<file path="src/rtl/timer_pkg.sv">
// Shared definitions for the 16-bit timer: FSM state encoding, clock-select codes, default width.
package timer_pkg;

    localparam int TIMER_CNT_W = 16;

    // 2'b11 is unused and decodes to IDLE in the controller.
    typedef enum logic [1:0] {
        ST_IDLE  = 2'b00,
        ST_LOAD  = 2'b01,
        ST_COUNT = 2'b10
    } state_t;

    typedef enum logic [1:0] {
        CKS_DIV2  = 2'b00,
        CKS_DIV4  = 2'b01,
        CKS_DIV8  = 2'b10,
        CKS_DIV16 = 2'b11
    } cks_t;

endpackage

</file>
<file path="src/rtl/timer_tick_gen.sv">
// Converts the pclk-synchronous divided clock level into a one-pclk tick per rising edge.
module timer_tick_gen (
    input  logic pclk,
    input  logic rst_n,
    input  logic clk_in,
    output logic o_tick
);

    logic r_clk_in_d;

    always_ff @(posedge pclk or negedge rst_n) begin
        if (!rst_n) r_clk_in_d <= 1'b0;
        else        r_clk_in_d <= clk_in;
    end

    assign o_tick = clk_in & ~r_clk_in_d;

endmodule

</file>
<file path="src/rtl/timer_ctrl.sv">
// Timer count control: load/idle/count sequencing, up/down counter, sticky wrap flags.
// Optional interrupt output enabled by defining TIMER_CTRL_IRQ_EN.
module timer_ctrl
    import timer_pkg::*;
#(
    parameter int CNT_W = TIMER_CNT_W
) (
    input  logic             pclk,
    input  logic             rst_n,
    input  logic             clk_in,
    input  logic [CNT_W-1:0] tdr,
    input  logic             load,
    input  logic             en,
    input  logic             up_dn,
    input  logic             ovf_clr,
    input  logic             unf_clr,
`ifdef TIMER_CTRL_IRQ_EN
    input  logic             ovf_ie,
    input  logic             unf_ie,
    output logic             irq,
`endif
    output logic [CNT_W-1:0] cnt,
    output logic             ovf,
    output logic             unf,
    output logic             busy
);

    state_t           r_state;
    state_t           w_state_nxt;
    logic [CNT_W-1:0] r_cnt;
    logic [CNT_W-1:0] w_cnt_nxt;
    logic             r_ovf;
    logic             r_unf;
    logic             w_tick;
    logic             w_step;
    logic             w_ovf_set;
    logic             w_unf_set;

    timer_tick_gen u_tick_gen (
        .pclk   (pclk),
        .rst_n  (rst_n),
        .clk_in (clk_in),
        .o_tick (w_tick)
    );

    // load wins from any state; a tick is only consumed while counting with en held.
    always_comb begin
        w_state_nxt = ST_IDLE;
        w_step      = 1'b0;
        if (load) begin
            w_state_nxt = ST_LOAD;
        end else begin
            case (r_state)
                ST_LOAD:  w_state_nxt = en ? ST_COUNT : ST_IDLE;
                ST_COUNT: begin
                    if (en) begin
                        w_state_nxt = ST_COUNT;
                        w_step      = w_tick;
                    end
                end
                default:  w_state_nxt = en ? ST_COUNT : ST_IDLE;
            endcase
        end
    end

    always_comb begin
        w_cnt_nxt = r_cnt;
        if (load)        w_cnt_nxt = tdr;
        else if (w_step) w_cnt_nxt = up_dn ? (r_cnt - CNT_W'(1)) : (r_cnt + CNT_W'(1));
    end

    assign w_ovf_set = w_step & ~up_dn & (r_cnt == {CNT_W{1'b1}});
    assign w_unf_set = w_step &  up_dn & (r_cnt == {CNT_W{1'b0}});

    always_ff @(posedge pclk or negedge rst_n) begin
        if (!rst_n) begin
            r_state <= ST_IDLE;
            r_cnt   <= '0;
            r_ovf   <= 1'b0;
            r_unf   <= 1'b0;
        end else begin
            r_state <= w_state_nxt;
            r_cnt   <= w_cnt_nxt;
            if (w_ovf_set)    r_ovf <= 1'b1;
            else if (ovf_clr) r_ovf <= 1'b0;
            if (w_unf_set)    r_unf <= 1'b1;
            else if (unf_clr) r_unf <= 1'b0;
        end
    end

    assign cnt  = r_cnt;
    assign ovf  = r_ovf;
    assign unf  = r_unf;
    assign busy = (r_state == ST_COUNT);

`ifdef TIMER_CTRL_IRQ_EN
    assign irq = (r_ovf & ovf_ie) | (r_unf & unf_ie);
`endif

endmodule

</file>
<file path="config.mk">
export PLATFORM = sky130hd
export DESIGN_NAME = timer_ctrl
export DESIGN_NICKNAME = d
export VERILOG_FILES = /design/src/rtl/timer_pkg.sv /design/src/rtl/timer_tick_gen.sv /design/src/rtl/timer_ctrl.sv
export SDC_FILE = /design/constraint.sdc
export NUM_CORES = 1
export LEC_CHECK = 0
export CAP_MARGIN = 10
export CORE_MARGIN = 3
export CORE_UTILIZATION = 35
export CTS_BUF_LIST = sky130_fd_sc_hd__clkbuf_4
export CTS_CLUSTER_SIZE = 25
export DETAILED_ROUTE_END_ITERATION = 8
export SETUP_SLACK_MARGIN = 0.05
export SYNTH_ARGS = -nofsm -noshare
export SYNTH_HDL_FRONTEND = slang
export SYNTH_SLANG_ARGS = --single-unit
</file>
<file path="constraint.sdc">
create_clock -name pclk -period 2.4 [get_ports pclk]
set_input_delay 0.48 -clock pclk [delete_from_list [all_inputs] [get_ports pclk]]
set_output_delay 0.48 -clock pclk [all_outputs]
set_load 0.005 [all_outputs]
</file>
== Word level (Yosys, flattened, before mapping) ==
Cells that the tools add are included.
Word-level totals
  bits in registers: 21
Operators by class
  $add $sub $neg: 2
  eq/ne operators: 2
  muxes and demuxes: 12
  bitwise gates (word level): 7
  reductions and logical operators: 4
Operator list (number)
  $mux W16: 3
  $add A16 B1 Y16 const B: 1
  $eq A16 B16 Y1 const B: 1
  $logic_not A16 Y1: 1
  $sub A16 B1 Y16 const B: 1
  $mux W1: 7
  $reduce_bool A2 Y1: 3
  $and A1 B1 Y1: 5
  $mux W2: 2
  $eq A2 B2 Y1 const B: 1
  $not A1 Y1: 2

== Depth between registers and ports, before layout ==
Gate-level depths: netlist of the first run.
  depth in word-level cells: 8
  mapped depth: 8
  gate-level depth less buffers: 7

== Modules after synthesis ==
Synthesis of the first run repeated with hierarchy kept, for this count alone.
Unflattened totals
  cells, all modules: 189
  area, all modules: 1661.6 um2
Modules (own cells, without submodules)
  timer_ctrl: instances 1, cells each 187, area an instance 1622.8 um2, sequential area each 500.5 um2
  timer_tick_gen: instances 1, cells each 2, area an instance 38.8 um2, sequential area each 25.0 um2

== Least setup slack after synthesis of the first run ==
Ideal clock, no wire load.
  kind: input port to flip-flop
  from: input port up_dn
  to: register r_cnt[15], in the netlist cnt[15]
  data arrival time: 2112 ps
  data required time: 2322 ps
  path slack: 210 ps
  stages: 7
  path buffers: 0
  cells stage by stage: ha_1 > a21o_1 > a31o_1 > and2_4 > o31a_1 > o41ai_1 > o21bai_1
Between the ends
  word-level cells in the longest chain between the ends: 3
Ends and longest elaborated chain
  start, declared: line timer_ctrl.sv:14  | input logic up_dn,
  $mux W16 (2 in a row): line timer_ctrl.sv:69  | else if (w_step) w_cnt_nxt = up_dn ? (r_cnt - CNT_W'(1)) : (r_cnt + CNT_W'(1));
  $mux W16: line timer_ctrl.sv:68  | if (load) w_cnt_nxt = tdr;
  end signal, assigned: line timer_ctrl.sv:83  | r_cnt <= w_cnt_nxt;
  end, declared: line timer_ctrl.sv:30  | logic [CNT_W-1:0] r_cnt;
Every way passes these cells. The select of a mux whose other input is x is not followed.
A chain may end at the register's enable or synchronous reset.

== Worst setup path in the final report of the first run ==
  from: register r_cnt[2], in the netlist cnt[2]
  to: register r_cnt[15], in the netlist cnt[15]
Between the ends
  word-level cells in the longest chain between the ends: 4
  elaborated cells on any way between the ends: 5
  classes of those cells: add/sub (2); mux (3)
Ends and longest elaborated chain (line)
  $add A16 B1 Y16 / $sub A16 B1 Y16 (equally long branches): timer_ctrl.sv:69
  $mux W16 * (2 in a row): timer_ctrl.sv:69
  $mux W16 *: timer_ctrl.sv:68
Every way passes the cells marked *; elsewhere a longest branch is shown, timed or not. The select of a mux whose other input is x is not followed.

==> summary.md, run 1 <==
| Metric | Value |
|---|---|
| Netlist cell types | 46 |
| Total congestion overflow | 0 |
| Max Buffers Root-to-Sink | 2 |
| Syn nets | about 230 |
| Combinational share of power | about half |
| Sequential-to-total area share from yosys stat | between 30 and 40% |
| IO buf count | between 40 and 50 |
| CP required | roughly 2.6 ns |
| Post-CTS Hold Buffers | 0 |
| Yosys Warn Count | 0 |
| Clock power share | ~15% |
| Gp weighted congestion | around 0.9 |
| Synth-to-layout area growth | 61.3% |
| Minimum clock period | roughly 2.3 ns |
| Switch share | between 30 and 40% |
| Post-synth top flop | dfrtp_1 |
| P_int | between 700 and 800 µW |
| Boundary pin count | 43 |
| Initial antenna violation count | 0 |
| CTS Buf Count | 3 |
| CORE AREA | 4440 µm² |
| Routed len/inst | between 15 and 20 µm |
| Setup CP Type | flop to flop |
| Layout Nets | 315 |
| Max Cap Viol | 0 |
| Die ar. | 5540 µm² |
| Fin. max-slew vios | 0 |
| Crit path launch type | flop |
| LEAKAGE | 0.00117 µW |
| Clock Skew | 0.00403 ns |
| Flop2flop setup slack | around 0.086 ns |
| Hold/Removal Path Class | input port to asynchronous set/reset pin |
| Post-route setup slack | 0.0863 ns |
| Worst r2r path cells | 7 |
| Overall Power | ~1200 µW |
| Max VDD drop | a little under 0.0002 V |
| Reg-to-Reg Start | cnt[2]$_DFFE_PN0P_ |
| Critical path peak fanout | 5 |
| CTS Sinks | 21 |
| Cells after Synth | about 190 |
| Drt via density | approximately 5.6 |
| Sequential share of power | 34.6% |
| Root buffer cell | clkbuf_4 |
| CTS clock-pin slew for the worst setup and hold paths | 0.13 ns |
| Initial core utilization | between 30 and 40% |
| Slew margin rel. | between 70 and 80% |
| Switching pwr | 435 µW |
| Layout Utilization | between 50% and 60% |
| Worst-Skew Late Latency | about 0.31 ns |
| Setup_tns | 0 ns |
| RSZ-0062 raised after global routing | no |
| Post-synth EDFFs | 0 |
| Final worst-path cycle share | a little over nine tenths |
| Worst setup EP type | flop |
| Die Wd | ~74 µm |
| Vias in the first global route | 1775 |
| Number of diodes | 0 |
| FP Rows | 24 |
| Largest net degree at the start of global routing | 32 |
| Initial drt markers | roughly 220 |
| Mapped Area | between 1500 and 2000 µm² |
| CTS tree | built |
| Final Hold Fails | 0 |
| DR vias | 1839 |
| Total Routed Length | 5540 µm |
| # DRC | 0 |
| Final setup violation count | 0 |
| Post-place setup slack | -0.661 ns |
| First-pass GRT wire length | between 8000 and 9000 µm |
| GRT Resource Usage Total | between 10% and 20% |
| F_max | between 400 and 500 MHz |
| Async set-reset flop share out of synthesis | between 90% and 100% |
| Height of the die | 74.5 µm |
| Hpwl dp | around 3800 µm |
| H-Tree Depth | 1 |
| Share of layout cells above drive strength 1 | between 20% and 30% |
| Status | completed |
| Worst-margin pin slew | roughly 0.37 ns |
| Antenna-violating nets left | 0 |
| Syn Area/Cell | ~8.8 µm² |
| Worst R2R End | cnt[15]$_DFFE_PN0P_ |
| First drt pass iteration count | 4 |
| Yosys reg bits | 21 |
| WP data arrival | between 2 and 3 ns |
| PwrDens | 461 nW/µm² |
## state kept, by name, indices dropped and copies added (netlist names)
name,count
unf,1
u_tick_gen.r_clk_in_d,1
cnt,16
r_state,2
ovf,1
## through the flow
stage               hold WS [ns]  instance area, µm²  instances
finish                     0.503                2650        327
global route               0.534                2650        327
CTS                        0.513                2560        323
detailed placement         0.519                2430        316
global placement           0.511                2430        316
floorplan                  0.184                1640        186
## worst max-delay path: stages (launching register included)
cell	delay, ns
dfrtp_2	0.46
ha_1	0.32
o211a_1	0.25
a21oi_4	0.21
a21oi_2	0.11
o31a_1	0.36
o41ai_2	0.37
o21bai_1	0.16
## per-layer routing
layer / wire, µm / track usage (%)
met5: 0 / 0
met4: 61 / 4.74
met3: 357 / 2.03
met2: 2620 / 32.6
met1: 2500 / 27.5
## area by class of cell
type                    count  area (µm²)
clock inverters             1        5.00
fillers                   408        1800
multi-input cells         155        1210
repair buffers             91         803
flip-flops and latches     21         528
inverters                   4        15.0
well taps                  52        65.1
clock buffers               3        22.5
## how the worst max path moves through the flow
stage	from	endpoint	slack, ns
final	cnt[2]$_DFFE_PN0P_	cnt[15]$_DFFE_PN0P_	0.09
after global routing	cnt[2]$_DFFE_PN0P_	cnt[15]$_DFFE_PN0P_	0.05
after CTS	up_dn	cnt[14]$_DFFE_PN0P_	0.05
after detailed placement	up_dn	cnt[15]$_DFFE_PN0P_	-0.66
after global placement	up_dn	cnt[15]$_DFFE_PN0P_	-0.62
after floorplan	up_dn	cnt[15]$_DFFE_PN0P_	0.21
## cells in the final DEF (no fill, tap or decap), drive strengths merged, types with 2 or more instances in the layout
cell type      Yosys  routed
xor2              10      10
and3               2       2
nand4              5       5
buf                0      49
clkdlybuf4s50      0      41
a21oi             13      13
nor2               3       3
a211o              2       2
clkbuf             6       4
inv                4       4
o21ai             12      12
dfrtp             21      21
xnor2              3       3
nand3              2       2
ha                14      14
a31oi              4       4
a21o               5       5
mux2               2       2
nor3               6       6
o221ai             9       9
nand2             35      35
nor4               5       5
nor2b              2       2
## timing repair
item | in CTS | in global routing
resized for setup | 12 | 14
pin swaps | 6 | 12
setup endpoints to repair | 8 | 7
hold endpoints to repair | 0 | 0
buffers inserted | 2 | 4
cloned | 1 | 0
## kinds of logic (layout without fill, tap and decap cells)
group                      count (synthesis)  after routing  share of synthesized area (%)
buffers and inverters                     10             99                           2.29
muxes                                      3              3                           1.98
xor gates and xnor gates                  13             13                           6.94
and+or+nand+nor                           68             68                           20.5
AOI/OAI and AO/OA                         56             56                           24.3
adders and majority gates                 15             15                           11.9
DFF                                       21             21                           32.0
## power groups by stage
stage	Clock [µW]	Sequential [µW]	Combinational, µW
finish	181	423	618
floorplan	0	422	256
CTS	185	419	570
global placement	0	424	532
detailed placement	0	424	536
global route	195	427	668
## cells in the mapped netlist, types with 2 or more instances
library cell	number	area (µm²)
nand2_1	35	131
dfrtp_1	21	526
ha_1	14	175
a21oi_1	11	55.1
o21ai_0	10	50.1
xor2_1	10	87.6
o221ai_1	9	78.8
clkbuf_1	6	22.5
nor3_1	6	30.0
a21o_1	5	37.5
nand4_1	5	31.3
nor4_1	5	31.3
a31oi_1	4	25.0
inv_1	4	15.0
nor2_1	3	11.3
xnor2_1	3	26.3
a211o_1	2	17.5
mux2_2	2	22.5
nand3_1	2	10.0
nor2b_1	2	12.5
o21ai_1	2	10.0
No activity file was read; power rests on OpenSTA's default activity.
==> inputs of run 2 (changes only) <==
- CORE_ASPECT_RATIO: default -> 0.7
- MAX_ROUTING_LAYER: default -> met4
==> summary.md, run 2 (synthesized netlist as in run 1, its figures left out) <==
| Metric | Value |
|---|---|
| Slowest stage cell, crit path | ha_1 |
| First drt pass iteration count | 4 |
| First-pass GRT wire length | about 8500 µm |
| DR vias | ~1800 |
| CTS tree | built |
| Largest net degree at the start of global routing | 32 |
| F_max | 432 MHz |
| Critical path peak fanout | 6 |
| Die Wd | around 88 µm |
| WP data arrival | around 2.5 ns |
| RSZ-0062 raised after global routing | yes |
| PwrDens | ~460 nW/µm² |
| Final setup violation count | 0 |
| Setup CP Type | input port to flop |
| Total Routed Length | 5250 µm |
| Switching pwr | approximately 430 µW |
| Number of non-filler instances in the completed layout | around 330 |
| Worst-margin pin slew | 0.322 ns |
| Status | completed |
| Combinational share of power | 49.4% |
| CTS Buf Count | 3 |
| CP required | 2.61 ns |
| Die ar. | ~5600 µm² |
| Post-route setup slack | 0.0852 ns |
| Slew margin rel. | 78.2% |
| Minimum clock period | roughly 2.3 ns |
| Critical Path Max Stage Delay | around 0.37 ns |
| Layout Utilization | 59.9% |
| Initial antenna violation count | 0 |
| Final worst-path cycle share | a little over nine tenths |
| Post-CTS Hold Buffers | 0 |
| Final Hold Fails | 0 |
| Total congestion overflow | 0 |
| Largest register FFs | 16 |
| FP Rows | 20 |
| P_int | between 700 and 800 µW |
| Boundary pin count | 43 |
| Worst setup EP type | flop |
| Routed len/inst | 16.0 µm |
| CTS clock-pin slew for the worst setup and hold paths | ~0.13 ns |
| Clock power share | ~16% |
| GRT Resource Usage Total | about 20% |
| Max Buffers Root-to-Sink | 2 |
| Initial core utilization | approximately 37% |
| CTS Sinks | 21 |
| CORE AREA | approximately 4400 µm² |
| Vias in the first global route | roughly 1700 |
| Setup_tns | 0 ns |
| LEAKAGE | roughly 0.0012 µW |
| # DRC | 0 |
| Hpwl dp | around 3700 µm |
| Synth-to-layout area growth | 61.9% |
| IO buf count | between 40 and 50 |
| Critical Path, Cell by Cell | clkdlybuf4s15_1 -> buf_6 -> ha_1 -> and3_2 -> o211ai_1 -> a21oi_2 -> nor4_1 -> or3b_1 -> a211o_1 |
| Worst-Skew Late Latency | ~0.32 ns |
| Share of layout cells above drive strength 1 | between 20% and 30% |
| Hold/Removal Path Class | input port to asynchronous set/reset pin |
| Bufs and invs on worst path | 2 |
| Most frequent cells in the layout | 44 x buf_4, 41 x clkdlybuf4s50_1, 35 x nand2_1 |
| Height of the die | about 63 µm |
| Crit path launch type | input port |
| H-Tree Depth | 1 |
| Crit path max-delay family | simple AND/OR/NAND/NOR gates |
| Initial drt markers | 56 |
| Root buffer cell | clkbuf_4 |
| Overall Power | roughly 1200 µW |
| Sequential share of power | ~35% |
| Max Cap Viol | 0 |
| Gp weighted congestion | 0.851 |
| Layout Nets | 313 |
| Drt via density | approximately 5.4 |
| Commonest non-fill, non-tap cell in the layout | buf_4 |
| Switch share | about a third |
| Number of diodes | 0 |
| Clock Skew | between 0.01 and 0.015 ns |
| Max VDD drop | about 0.00025 V |
| Antenna-violating nets left | 0 |
| Fin. max-slew vios | 0 |
| Placed instance count | between 300 and 400 |
| Post-place setup slack | -0.471 ns |
[run 2: cell count changes in the layout (fill, tap and decap cells not counted), moves of 2 or more]
cell	before	now
a21oi_1	10	8
buf_4	46	44
dfrtp_2	2	0
ha_2	2	0
a21oi_2	2	4
dfrtp_1	19	21
[run 2: area by class of cell]
cell class | instances | area, µm²
timing repair buffer | 89 | 793
sequential | 21 | 526
multi-input combinational | 155 | 1220
tap | 55 | 68.8
clock buffer | 4 | 30.0
fill | 390 | 1770
inverter | 4 | 15.0
[run 2: through the flow]
stage	hold slack, ns	cell area [µm²]
finish	0.503	2660
global route	0.513	2660
global placement	0.509	2460
CTS	0.504	2540
floorplan	0.184	1640
detailed placement	0.515	2460
[run 2: layer usage]
metal,vias up,track usage (%),routed length [µm]
met3,4,4.05,294
met1,835,30.4,2780
li1,887,-,-
met2,46,27.4,2150
met4,0,2.87,20
met5,-,-,0
[run 2: final timing paths]
check | from | end | slack [ns] | cells past startpoint
worst min-delay path | rst_n | cnt[0]$_DFFE_PN0P_ | 0.50 | 2
worst max-delay path | up_dn | cnt[13]$_DFFE_PN0P_ | 0.09 | 9
max in group asynchronous | rst_n | cnt[14]$_DFFE_PN0P_ | 1.66 | 2
min in group pclk | unf$_DFFE_PN0P_ | unf$_DFFE_PN0P_ | 0.53 | 2
worst min register to register | unf$_DFFE_PN0P_ | unf$_DFFE_PN0P_ | 0.53 | 2
worst max register to register | cnt[9]$_DFFE_PN0P_ | cnt[13]$_DFFE_PN0P_ | 0.13 | 7
[run 2: power groups by stage]
| stage | combinational, µW | clock (µW) | sequential, µW |
|---|---|---|---|
| after floorplan | 256 | 0 | 422 |
| after global placement | 533 | 0 | 425 |
| after detailed placement | 535 | 0 | 424 |
| after CTS | 557 | 205 | 418 |
| after global routing | 667 | 218 | 428 |
| final | 605 | 196 | 423 |
[run 2: timing repair]
action                                  4_1_cts  5_1_grt
hold endpoints to repair                      0        0
resized for setup                             9       15
endpoints found under the setup margin        8        7
setup buffers                                 0        1
cloned                                        1        0
pin swaps                                     4       12
==> inputs of run 3 (changes only) <==
- ABC_AREA: default -> 1
==> summary.md, run 3 <==
| Metric | Value |
|---|---|
| Status | completed |
| H-Tree Depth | 1 |
| Most frequent cells in the layout | 110 x nand2_1, 56 x inv_1, 42 x clkdlybuf4s50_1 |
| Fin. max-slew vios | 0 |
| Minimum clock period | 2.09 ns |
| Largest net degree at the start of global routing | 22 |
| Count leader, synth | nand2_1 |
| Slowest stage cell, crit path | fa_1 |
| PwrDens | ~450 nW/µm² |
| Worst path most repeated cell | nand2_1 |
| Netlist cell types | 31 |
| Number of diodes | 0 |
| Post-synth EDFFs | 0 |
| Area share of fa/ha/maj cells after synthesis | 10.2% |
| CP required | roughly 2.6 ns |
| # DRC | 0 |
| Worst-Skew Late Latency | ~0.33 ns |
| Post-CTS Resized | 0 |
| Mux cell area share after synthesis | 0% |
| Total Routed Length | roughly 5500 µm |
| Initial core utilization | between 30% and 40% |
| F_max | roughly 480 MHz |
| First drt pass iteration count | 4 |
| Layout Utilization | approximately half |
| CTS tree | built |
| Mapped Area | about 1900 µm² |
| Critical Path, Cell by Cell | clkdlybuf4s50_1 -> buf_12 -> fa_1 -> nand2_1 -> nand2_1 -> nand3b_1 -> nand2_1 -> nand2_1 -> nand3_1 -> nand3_1 -> nand2_1 |
| Max VDD drop | around 0.00019 V |
| Worst setup EP type | flop |
| Simple-gate portion of the synthesized area | 39.7% |
| WP data arrival | 2.31 ns |
| Setup CP Type | input port to flop |
| FP Rows | 21 |
| Syn nets | roughly 340 |
| Post-place setup slack | -0.0177 ns |
| Initial antenna violation count | 0 |
| Most frequent cells after synthesis | 110 x nand2_1, 56 x inv_1, 21 x dfrtp_1, 17 x nand3_1, 16 x nor2_1 |
| Final worst-path cycle share | between 80 and 90% |
| Antenna-violating nets left | 0 |
| GRT Resource Usage Total | a little under a fifth |
| Synth Area in Compound Gates | between 7 and 8% |
| Root buffer cell | clkbuf_4 |
| Routed len/inst | about 13 µm |
| Vias in the first global route | between 1500 and 2000 |
| Height of the die | 67.9 µm |
| Critical Path Max Stage Delay | ~0.46 ns |
| IO buf count | 42 |
| Post-CTS Hold Buffers | 0 |
| Final setup violation count | 0 |
| Max Cap Viol | 0 |
| Worst-margin pin slew | between 0.3 and 0.4 ns |
| Post-DP Area | approximately 2500 µm² |
| DR vias | ~2000 |
| CTS Sinks | 21 |
| Initial drt markers | approximately 110 |
| Hpwl dp | about 4400 µm |
| Yosys reg bits | 21 |
| Gp weighted congestion | roughly 0.89 |
| Hold/Removal Path Class | input port to asynchronous set/reset pin |
| Crit path launch type | input port |
| Post-synth top flop | dfrtp_1 |
| First-pass GRT wire length | 8980 µm |
| Drt via density | 4.66 |
| Syn Area/Cell | 6.39 µm² |
| Layout Nets | 391 |
| LEAKAGE | approximately 0.0013 µW |
| Boundary pin count | 43 |
| Top post-synthesis cells by area | dfrtp_1 27%, nand2_1 22%, inv_1 11%, ha_1 9.1%, nand3_1 4.4% |
| RSZ-0062 raised after global routing | no |
| Flop2flop setup slack | a little over 0.6 ns |
| Async set-reset flop share out of synthesis | 100% |
| Synth-to-layout area growth | 30.5% |
| Setup_tns | 0 ns |
| Clock Skew | approximately 0.011 ns |
| Post-route setup slack | roughly 0.31 ns |
| Final Cell Area | approximately 2500 µm² |
| Largest register FFs | 16 |
| Overall Power | between 1000 and 1500 µW |
| CORE AREA | approximately 5000 µm² |
| Yosys Warn Count | 0 |
| Synth Area in XOR/XNOR | under 10% |
| CTS Buf Count | 3 |
| Share of layout cells above drive strength 1 | under 10% |
| Cells after Synth | 300 |
| Yosys top cell by area | dfrtp_1 |
| Bufs and invs on worst path | 2 |
| Slew margin rel. | between 70% and 80% |
| Max Buffers Root-to-Sink | 2 |
| Crit path max-delay family | simple AND/OR/NAND/NOR gates |
| Main combinational cell family by area after synthesis | simple AND/OR/NAND/NOR gates |
| Final Hold Fails | 0 |
| Die Wd | between 90 and 100 µm |
| Commonest non-fill, non-tap cell in the layout | nand2_1 |
| Share of the synthesized area in the top cell type | 27.4% |
| Die ar. | 6410 µm² |
| Critical path peak fanout | 18 |
| Total congestion overflow | 0 |
| CTS clock-pin slew for the worst setup and hold paths | between 0.1 and 0.15 ns |
| Sequential-to-total area share from yosys stat | between 20% and 30% |
| Post-CTS Setup Bufs | 0 |
run 3: per-stage QoR:
step | std cells | hold slack [ns]
after floorplan | 300 | 0.184
after global placement | 416 | 0.510
after CTS | 420 | 0.502
final | 420 | 0.484
after detailed placement | 416 | 0.512
after global routing | 420 | 0.517
run 3: worst paths after layout:
kind                                    startpoint                   to  depth (start not counted)
worst max-delay path                         up_dn  cnt[14]$_DFFE_PN0P_                         11
worst min-delay path                         rst_n   cnt[6]$_DFFE_PN0P_                          2
worst max register to register  cnt[5]$_DFFE_PN0P_  cnt[14]$_DFFE_PN0P_                         10
worst min register to register     ovf$_DFFE_PN0P_      ovf$_DFFE_PN0P_                          2
max in group asynchronous                    rst_n  cnt[14]$_DFFE_PN0P_                          2
min in group pclk                  ovf$_DFFE_PN0P_      ovf$_DFFE_PN0P_                          2
run 3: layout make-up:
class,count,area [µm²]
flip-flops and latches,21,526
fillers,542,2520
clock inverters,1,5.00
clock buffers,3,22.5
repair buffers,51,500
multi-input cells,217,1140
well taps,69,86.3
inverters,58,218
run 3: cells by family after synthesis:
kind of cell | Yosys count
xor+xnor | 5
compound gates | 25
flops | 21
buf+inv | 62
simple gates | 172
fa+ha+maj | 15
run 3: where the power goes:
part | leakage (µW) | internal (µW) | switching (µW)
sequential | 0.000258 | 383 | 45.3
clock | 0.0000177 | 62.5 | 130
combinational | 0.00102 | 236 | 267
run 3: layer usage:
| layer | global-route usage (%) | share of wire [%] | vias to the layer above |
|---|---|---|---|
| met3 | 3.30 | 5.5 | 2 |
| li1 | - | - | 1042 |
| met4 | 1.98 | 0.11 | 0 |
| met5 | - | 0 | - |
| met2 | 27.1 | 40 | 60 |
| met1 | 28.2 | 54 | 853 |
